**config.mk**
```make
export PLATFORM = sky130hd
export DESIGN_NAME = br_amba_apb_arb
export DESIGN_NICKNAME = d
export VERILOG_FILES = /design/src/rtl/br_amba_apb_arb.sv
export SDC_FILE = /design/constraint.sdc
export NUM_CORES = 1
export LEC_CHECK = 0
export CORE_AREA = 2 2 91 93
export CTS_BUF_LIST = sky130_fd_sc_hd__clkbuf_8
export DETAILED_ROUTE_END_ITERATION = 7
export DIE_AREA = 0 0 93 95
export DONT_BUFFER_PORTS = 1
export HOLD_SLACK_MARGIN = 0.1
export MAX_ROUTING_LAYER = met4
export REMOVE_ABC_BUFFERS = 1
export SYNTH_ARGS = -nofsm -noshare
export SYNTH_HDL_FRONTEND = slang
export SYNTH_SLANG_ARGS = --single-unit
```
**constraint.sdc**
```tcl
create_clock -name clk -period 1.7 [get_ports clk]
set_input_delay 0.17 -clock clk [delete_from_list [all_inputs] [get_ports clk]]
set_output_delay 0.17 -clock clk [all_outputs]
set_load 0.05 [all_outputs]
```
**src/rtl/br_amba_apb_arb.sv**
```systemverilog
// Round-robin arbiter sharing one APB completer between several APB requesters.
// One transfer in flight; the granted request is replayed downstream as Setup/Access.
module br_amba_apb_arb #(
    parameter int NumRequesters = 2,
    parameter int AddrWidth     = 12,
    parameter int DataWidth     = 32,
    localparam int ApbProtWidth = 3,
    localparam int StrbWidth    = DataWidth / 8
) (
    input  logic                                  clk,
    input  logic                                  rst,
    input  logic [NumRequesters*AddrWidth-1:0]    req_paddr,
    input  logic [NumRequesters-1:0]              req_psel,
    input  logic [NumRequesters-1:0]              req_penable,
    input  logic [NumRequesters*ApbProtWidth-1:0] req_pprot,
    input  logic [NumRequesters*StrbWidth-1:0]    req_pstrb,
    input  logic [NumRequesters-1:0]              req_pwrite,
    input  logic [NumRequesters*DataWidth-1:0]    req_pwdata,
    output logic [DataWidth-1:0]                  req_prdata,
    output logic [NumRequesters-1:0]              req_pready,
    output logic [NumRequesters-1:0]              req_pslverr,
    output logic [AddrWidth-1:0]                  paddr,
    output logic                                  psel,
    output logic                                  penable,
    output logic [ApbProtWidth-1:0]               pprot,
    output logic [StrbWidth-1:0]                  pstrb,
    output logic                                  pwrite,
    output logic [DataWidth-1:0]                  pwdata,
    input  logic [DataWidth-1:0]                  prdata,
    input  logic                                  pready,
    input  logic                                  pslverr
);

    localparam int IdxW = (NumRequesters > 1) ? $clog2(NumRequesters) : 1;

    typedef enum logic [2:0] {
        Idle   = 3'b001,
        Setup  = 3'b010,
        Access = 3'b100
    } state_e;

    state_e          state_q, state_d;
    logic [IdxW-1:0] grant_q, grant_d;
    logic [IdxW-1:0] ptr_q, ptr_d;
    logic [IdxW-1:0] rr_idx;
    logic            rr_found;

    logic [AddrWidth-1:0]    g_paddr;
    logic [ApbProtWidth-1:0] g_pprot;
    logic [StrbWidth-1:0]    g_pstrb;
    logic                    g_pwrite;
    logic [DataWidth-1:0]    g_pwdata;

    always_ff @(posedge clk or posedge rst) begin
        if (rst) begin
            state_q <= Idle;
            grant_q <= '0;
            ptr_q   <= '0;
        end else begin
            state_q <= state_d;
            grant_q <= grant_d;
            ptr_q   <= ptr_d;
        end
    end

    // First requesting index at or after the pointer, wrapping around.
    always_comb begin
        int              cand;
        logic [IdxW-1:0] cand_idx;
        rr_idx   = ptr_q;
        rr_found = 1'b0;
        for (int k = 0; k < NumRequesters; k++) begin
            cand     = (int'(ptr_q) + k) % NumRequesters;
            cand_idx = IdxW'(cand);
            if (!rr_found && req_psel[cand_idx]) begin
                rr_found = 1'b1;
                rr_idx   = cand_idx;
            end
        end
    end

    always_comb begin
        state_d     = state_q;
        grant_d     = grant_q;
        ptr_d       = ptr_q;
        psel        = 1'b0;
        penable     = 1'b0;
        req_pready  = '0;
        req_pslverr = '0;
        unique case (state_q)
            Idle: begin
                if (rr_found) begin
                    grant_d = rr_idx;
                    state_d = Setup;
                end
            end
            Setup: begin
                psel    = 1'b1;
                state_d = Access;
            end
            Access: begin
                psel    = 1'b1;
                penable = 1'b1;
                if (pready) begin
                    req_pready[grant_q]  = 1'b1;
                    req_pslverr[grant_q] = pslverr;
                    ptr_d   = (grant_q == IdxW'(NumRequesters - 1)) ? '0 : grant_q + 1'b1;
                    state_d = Idle;
                end
            end
            default: state_d = Idle;
        endcase
    end

    // Requests are forwarded live; APB holds them stable until completion.
    assign g_paddr  = req_paddr[grant_q*AddrWidth +: AddrWidth];
    assign g_pprot  = req_pprot[grant_q*ApbProtWidth +: ApbProtWidth];
    assign g_pstrb  = req_pstrb[grant_q*StrbWidth +: StrbWidth];
    assign g_pwrite = req_pwrite[grant_q];
    assign g_pwdata = req_pwdata[grant_q*DataWidth +: DataWidth];

    assign paddr      = psel ? g_paddr  : '0;
    assign pprot      = psel ? g_pprot  : '0;
    assign pstrb      = psel ? g_pstrb  : '0;
    assign pwrite     = psel ? g_pwrite : 1'b0;
    assign pwdata     = psel ? g_pwdata : '0;
    assign req_prdata = prdata;

    a_pready_onehot0: assert property (@(posedge clk) disable iff (rst)
        $onehot0(req_pready));

    a_grant_held: assert property (@(posedge clk) disable iff (rst)
        (state_q != Idle) |-> (req_psel[grant_q] && req_penable[grant_q]));

    a_fields_stable: assert property (@(posedge clk) disable iff (rst)
        ((state_q == Setup) || (state_q == Access && !pready))
        |=> $stable({g_paddr, g_pprot, g_pstrb, g_pwrite, g_pwdata}));

    a_state_known: assert property (@(posedge clk) disable iff (rst)
        !$isunknown(state_q));

endmodule

```
==> flow_metrics.env, run 1 <==
export IMPL_path_cells="nand2b_4 -> a21o_4 -> buf_12 -> nor2_1 -> buf_6"
export IMPL_setup_worst_path_start_class="flip-flop"
export IMPL_setup_viol=52
export IMPL_synthesis_area_um2=1520
export IMPL_diodes=0
export IMPL_rsz0062_at_grt="true"
export IMPL_grtUsageTotal=0.113
export IMPL_final_nets=354
export IMPL_antenna_found_initial=0
export IMPL_synthMuxAreaShare=0.342
export IMPL_synth_fa_ha_area_frac=0
export IMPL_gp_congestion=0.856
export IMPL_hpwl_um=4440
export IMPL_grt_pass1_vias=1325
export IMPL_drc_errors=0
export IMPL_finalMaxSlewViolations=0
export IMPL_ys_async_sr_fraction=1.00
export IMPL_die_h_um=95
export IMPL_num_io_pins=234
export IMPL_area_growth_pct=76.3
export IMPL_cpMaxStageDelayCell="dfrtp_1"
export IMPL_wl_per_cell_um=19.6
export IMPL_cts_root_buf="clkbuf_8"
export IMPL_synth_compound_area_frac=0.0214
export IMPL_fin_crit_ns=1.77
export IMPL_top_layer="met4"
export IMPL_start_util=0.192
export IMPL_die_w_um=93
export IMPL_core_um2=7930
export IMPL_grt_max_degree=44
export IMPL_p_sw_frac=0.542
export IMPL_finalHoldViolCount=0
export IMPL_final_layout_size_suffix_gt1_frac=0.636
export IMPL_synth_ff_type="dfrtp_1"
export IMPL_final_cells=314
export IMPL_relSlewSlack=0.763
export IMPL_whs_ns=0.111
export IMPL_clkTransAtPathRegs_ns=0.03
export IMPL_slowest_delay_ns=0.42
export IMPL_htree_levels=1
export IMPL_syn_inst=176
export IMPL_arrival_ns=1.60
export IMPL_end_kind="output port"
export IMPL_place_inst=298
export IMPL_crit_type="reg2out"
export IMPL_p_clk_frac=0.041
export IMPL_fill_cells=799
export IMPL_p_int_mw=2.34
export IMPL_crit_fanout=8
export IMPL_tightest_slew_ns=0.345
export IMPL_ant_nets=0
export IMPL_synthSimpleGateAreaFrac=0.304
export IMPL_synth_edf_count=0
export IMPL_max_freq_mhz=565
export IMPL_place_ws_ns=0.157
export IMPL_wl_met3_um=888
export IMPL_io_buffers=0
export IMPL_peakVddDrop_uv=775
export IMPL_synth_top_family_by_area="multiplexers"
export IMPL_cts_tree="yes"
export IMPL_vias=1380
export IMPL_clk_latency_ns=0.22
export IMPL_rrSetupSlack_ns=0.46
export IMPL_met2WireLength_um=3030
export IMPL_skew_ns=0.00109
export IMPL_seq_power_share=0.049
export IMPL_grt_pass1_wl_um=7240
export IMPL_crit_required_ns=1.53
export IMPL_drv_cap=0
export IMPL_drt_pass1_iterations=4
export IMPL_drt_iter0_drc=45
export IMPL_outcome="complete, but fails checks"
export IMPL_power_density_nw_per_um2=1910
export IMPL_hp_class="in2reg"
export IMPL_cts_sinks=5
export IMPL_p_sw_mw=2.78
export IMPL_wl_met1_um=2230
export IMPL_cts_buffers=3
export IMPL_synthXorXnorAreaFrac=0
export IMPL_pwr_share_comb=0.910
export IMPL_rows=33
export IMPL_seqCellArea_um2=128
export IMPL_die_area_um2=8840
export IMPL_cts_max_path_buffers=2
export IMPL_leakagePower_nw=1.14
export IMPL_synth_ff_latch_count=5
export IMPL_drt_vias_per_instance=4.39
export IMPL_grt_ovfl_total=0
export IMPL_syn_avg_cell_area_um2=8.64
export IMPL_layout_setup_ws_ns=-0.0687
export IMPL_ys_warn_count=0
export IMPL_multi_input_area_um2=1200
export IMPL_ys_seq_area_frac=0.0831
export IMPL_ys_types=25
export IMPL_violations="negative setup slack"
export IMPL_wl_um=6140
export IMPL_p_total_mw=5.12
export IMPL_period_share=1.04
-- area by class of cell --
| type | instances | area share |
|---|---|---|
| Inverter | 2 | 0.00373 |
| Multi-Input combinational cell | 124 | 0.449 |
| Sequential cell | 5 | 0.0476 |
| Clock buffer | 3 | 0.0154 |
| Timing Repair Buffer | 74 | 0.434 |
| Clock inverter | 1 | 0.00140 |
| Tap cell | 105 | 0.0490 |
-- worst max-delay path: cells and delay by family, from the launching register on --
family	cells	cell delay, ns
DFF	1	0.42
buffers and inverters	2	0.34
and+or+nand+nor	2	0.31
AOI/OAI and AO/OA	1	0.29
-- routing by layer --
layer,GRT usage,up-vias
met2,0.175,141
met1,0.126,621
li1,-,616
met3,0.0726,2
met4,0.0184,0
met5,-,-
-- flip-flops by register name (all words and copies together) (netlist names) --
| signal | count |
|---|---|
| ptr_q | 1 |
| grant_q | 1 |
| state_q | 3 |
-- kinds of logic after synthesis --
logic type,count (synthesis)
compound gates,5
flops,5
mux,52
buf+inv,47
simple gates,67
-- cell usage in the layout, fill, tap and decap left out, types with 3 or more instances in the layout --
| cell | n |
|---|---|
| clkbuf_8 | 3 |
| nor2_2 | 7 |
| dfrtp_1 | 3 |
| buf_4 | 8 |
| buf_6 | 18 |
| nor2_4 | 44 |
| nor2_1 | 6 |
| mux2i_1 | 52 |
| buf_8 | 13 |
| dlygate4sd3_1 | 3 |
| clkbuf_16 | 4 |
| buf_12 | 26 |
-- power groups by stage --
stage               registers [mW]  logic [mW]  clock network [mW]
finish                       0.249        4.66               0.212
global placement             0.235        3.76                   0
detailed placement           0.242        3.81                   0
floorplan                    0.455        2.39                   0
CTS                          0.240        4.13               0.217
global route                 0.259        4.87               0.222
-- final timing paths --
kind | from | cells past startpoint | endpoint
setup / recovery | state_q[1] | 5 | pwdata[20]
hold / removal | req_psel[0] | 1 | state_q[1]
min in group asynchronous | rst | 2 | ptr_q
max in group asynchronous | rst | 2 | state_q[0]
setup reg to reg | state_q[0] | 3 | grant_q
hold reg to reg | ptr_q | 2 | ptr_q
-- cell usage after synthesis, types with 2 or more instances --
cell / count / share of area
buf_12: 2 / 0.026
nor2_1: 24 / 0.059
mux2i_1: 52 / 0.34
nand2b_1: 2 / 0.0082
dfrtp_1: 4 / 0.066
nor2_4: 20 / 0.15
buf_4: 34 / 0.17
nor2_2: 13 / 0.053
buf_2: 4 / 0.013
nand2_1: 2 / 0.0049
buf_6: 5 / 0.037
-- stage by stage --
step                area (um^2)  utilization  TNS [ns]
floorplan                  1150            -    -74.09
global placement           2090        0.264         0
detailed placement         2090        0.264         0
CTS                        2350        0.296     -1.13
global route               2680        0.338     -5.13
finish                     2680        0.338     -2.12
-- what timing repair did --
item / in CTS / in global routing
cloned: 1 / 5
pin swaps: 1 / 37
hold buffers: 3 / 0
endpoints found under the setup margin: 47 / 53
hold endpoints to repair: 8 / 0
buffers inserted: 2 / 1
resized for setup: 38 / 52
No activity file was read; power rests on OpenSTA's default activity.
==> inputs of run 2 (changes only) <==
CORE_AREA = 2 2 89 91   (was 2 2 91 93)
DIE_AREA = 0 0 91 93   (was 0 0 93 95)
PLACE_DENSITY = 0.37   (was not set)
==> run 2 against run 1 <==
  * The flow still finishes with violations (negative setup slack)
  * Final cell count shrank 6.4%
  * Sequential power shrank 2%
  * Routed wire length shrank 15%
  * Count of clock-buffer cells in the layout is the same
  * Sequential cell count is the same
  * Global-route usage shrank 0.081 points
  * Critical path depth is the same
  * Via count shrank 4.3%
  * First-iteration DRC count grew 6.7%
  * Setup slack gained 0.040 ns
  * Die area shrank 4.2%
==> flow_metrics.env, run 2 (synthesized netlist as in run 1, its figures left out) <==
export IMPL_cpMaxStageDelayCell="dfrtp_1"
export IMPL_end_kind="output port"
export IMPL_grtUsageTotal=0.113
export IMPL_pwr_share_comb=0.895
export IMPL_cts_tree="yes"
export IMPL_clkTransAtPathRegs_ns=0.03
export IMPL_min_delay_start="req_psel[0]"
export IMPL_final_layout_size_suffix_gt1_frac=0.604
export IMPL_place_inst=285
export IMPL_ant_nets=0
export IMPL_whs_ns=0.110
export IMPL_drc_errors=0
export IMPL_finalMaxSlewViolations=0
export IMPL_path_cells="nand2b_1 -> a21o_4 -> buf_12 -> nor2_2 -> buf_6"
export IMPL_wl_um=5200
export IMPL_regMostFlops="state_q"
export IMPL_p_sw_frac=0.577
export IMPL_drt_iter0_drc=48
export IMPL_crit_fanout=26
export IMPL_max_freq_mhz=578
export IMPL_final_cells=294
export IMPL_slowest_delay_ns=0.38
export IMPL_hp_class="in2reg"
export IMPL_fin_crit_ns=1.73
export IMPL_cts_sinks=5
export IMPL_finalSetupTns_ns=-0.407
export IMPL_die_w_um=91
export IMPL_clk_latency_ns=0.22
export IMPL_p_clk_frac=0.049
export IMPL_leakagePower_nw=0.947
export IMPL_die_area_um2=8460
export IMPL_layout_cells_most_common_list="52 x mux2i_1, 31 x nor2_4, 27 x buf_6, 21 x nor2_2, 20 x buf_12"
export IMPL_die_h_um=93
export IMPL_drv_cap=0
export IMPL_drt_pass1_iterations=4
export IMPL_largest_reg_flops=3
export IMPL_skew_ns=0.000212
export IMPL_grt_ovfl_total=0
export IMPL_whs_path_depth=1
export IMPL_reg2regPathDepth=3
export IMPL_power_density_nw_per_um2=1930
export IMPL_vias=1321
export IMPL_rsz0062_at_grt="true"
export IMPL_period_share=1.02
export IMPL_relSlewSlack=0.756
export IMPL_p_sw_mw=2.50
export IMPL_seq_power_share=0.056
export IMPL_drt_vias_per_instance=4.49
export IMPL_grt_pass1_wl_um=7140
export IMPL_hpwl_um=4300
export IMPL_reg2reg_from="state_q[0]"
export IMPL_hold_path_end="state_q[1]"
export IMPL_cts_max_path_buffers=2
export IMPL_start_util=0.202
export IMPL_p_int_mw=1.83
export IMPL_cts_buffers=3
export IMPL_arrival_ns=1.56
export IMPL_grt_max_degree=35
export IMPL_cts_root_buf="clkbuf_8"
export IMPL_setup_viol=30
export IMPL_crit_type="reg2out"
export IMPL_setup_worst_path_start_class="flip-flop"
export IMPL_rrSetupSlack_ns=0.43
export IMPL_io_buffers=0
export IMPL_layout_setup_ws_ns=-0.0292
export IMPL_final_common_cell="mux2i_1"
export IMPL_crit_required_ns=1.53
export IMPL_num_io_pins=234
export IMPL_p_total_mw=4.33
export IMPL_wl_per_cell_um=17.7
export IMPL_largestRegisters="state_q: 3 flops, grant_q: 1 flops, ptr_q: 1 flops"
export IMPL_fill_cells=792
export IMPL_peakVddDrop_uv=490
export IMPL_finalHoldViolCount=0
export IMPL_tightest_slew_ns=0.366
export IMPL_final_nets=337
export IMPL_core_um2=7530
export IMPL_rows=32
export IMPL_timing_rr_end="grant_q"
export IMPL_violations="negative setup slack"
export IMPL_gp_congestion=0.694
export IMPL_htree_levels=1
export IMPL_grt_pass1_vias=1224
export IMPL_place_ws_ns=0.187
export IMPL_antenna_found_initial=0
export IMPL_diodes=0
export IMPL_outcome="complete, but fails checks"
export IMPL_area_growth_pct=47.5
[run 2: changes by cell type in the layout (fill, tap and decap cells not counted), sizes merged]
| cell | previous run | this run |
|---|---|---|
| buf | 67 | 54 |
| clkbuf | 7 | 3 |
[run 2: metal layers]
metal  vias to the layer above  wire length [um]  track usage
li1                        583                 -            -
met1                       586              1840        0.128
met2                       150              2320        0.149
met3                         2              1020       0.0959
met4                         0                22       0.0227
met5                         -                 0            -
[run 2: cell type report]
type                       instances  area, um^2  area share
clock buffer                       3        41.3      0.0184
multi-input combinational        124        1130       0.505
inverter                           2        7.51     0.00335
timing repair buffer              57         802       0.358
clock inverter                     1        3.75     0.00167
sequential                         5         128      0.0569
tap                              102         128      0.0569
[run 2: metrics by stage]
step / instance area (um^2) / utilization
after floorplan: 1150 / -
after global placement: 1930 / 0.256
after detailed placement: 1930 / 0.256
after CTS: 2150 / 0.286
after global routing: 2240 / 0.298
final: 2240 / 0.298
[run 2: critical path: cells and delay by family, from the launching register on]
| kind | cells | cell delay (ns) |
|---|---|---|
| buf+inv | 2 | 0.35 |
| flops | 1 | 0.38 |
| compound gates | 1 | 0.25 |
| simple gates | 2 | 0.33 |
[run 2: timing repair]
item,in CTS,in global routing
gates resized for setup,40,22
pin swaps,10,1
buffers inserted,2,0
setup endpoints to repair,46,53
endpoints found under the hold margin,7,0
hold buffers,3,0
[run 2: worst max-delay path by stage]
stage,startpoint,end,slack [ns],cells past startpoint
floorplan,state_q[0],pstrb[3],-1.56,2
global placement,state_q[1],pwdata[18],0.20,5
detailed placement,state_q[1],pwdata[31],0.19,5
CTS,state_q[2],pwdata[31],-0.01,5
global route,state_q[2],pwdata[29],-0.07,5
finish,state_q[2],pwdata[19],-0.03,5
[run 2: power groups by stage]
stage                     registers [mW]  logic, mW  clock network [mW]
after floorplan                    0.455       2.39                   0
after global placement             0.241       3.53                   0
after detailed placement           0.244       3.55                   0
after CTS                          0.242       3.77               0.216
after global routing               0.253       4.06               0.230
final                              0.243       3.87               0.211
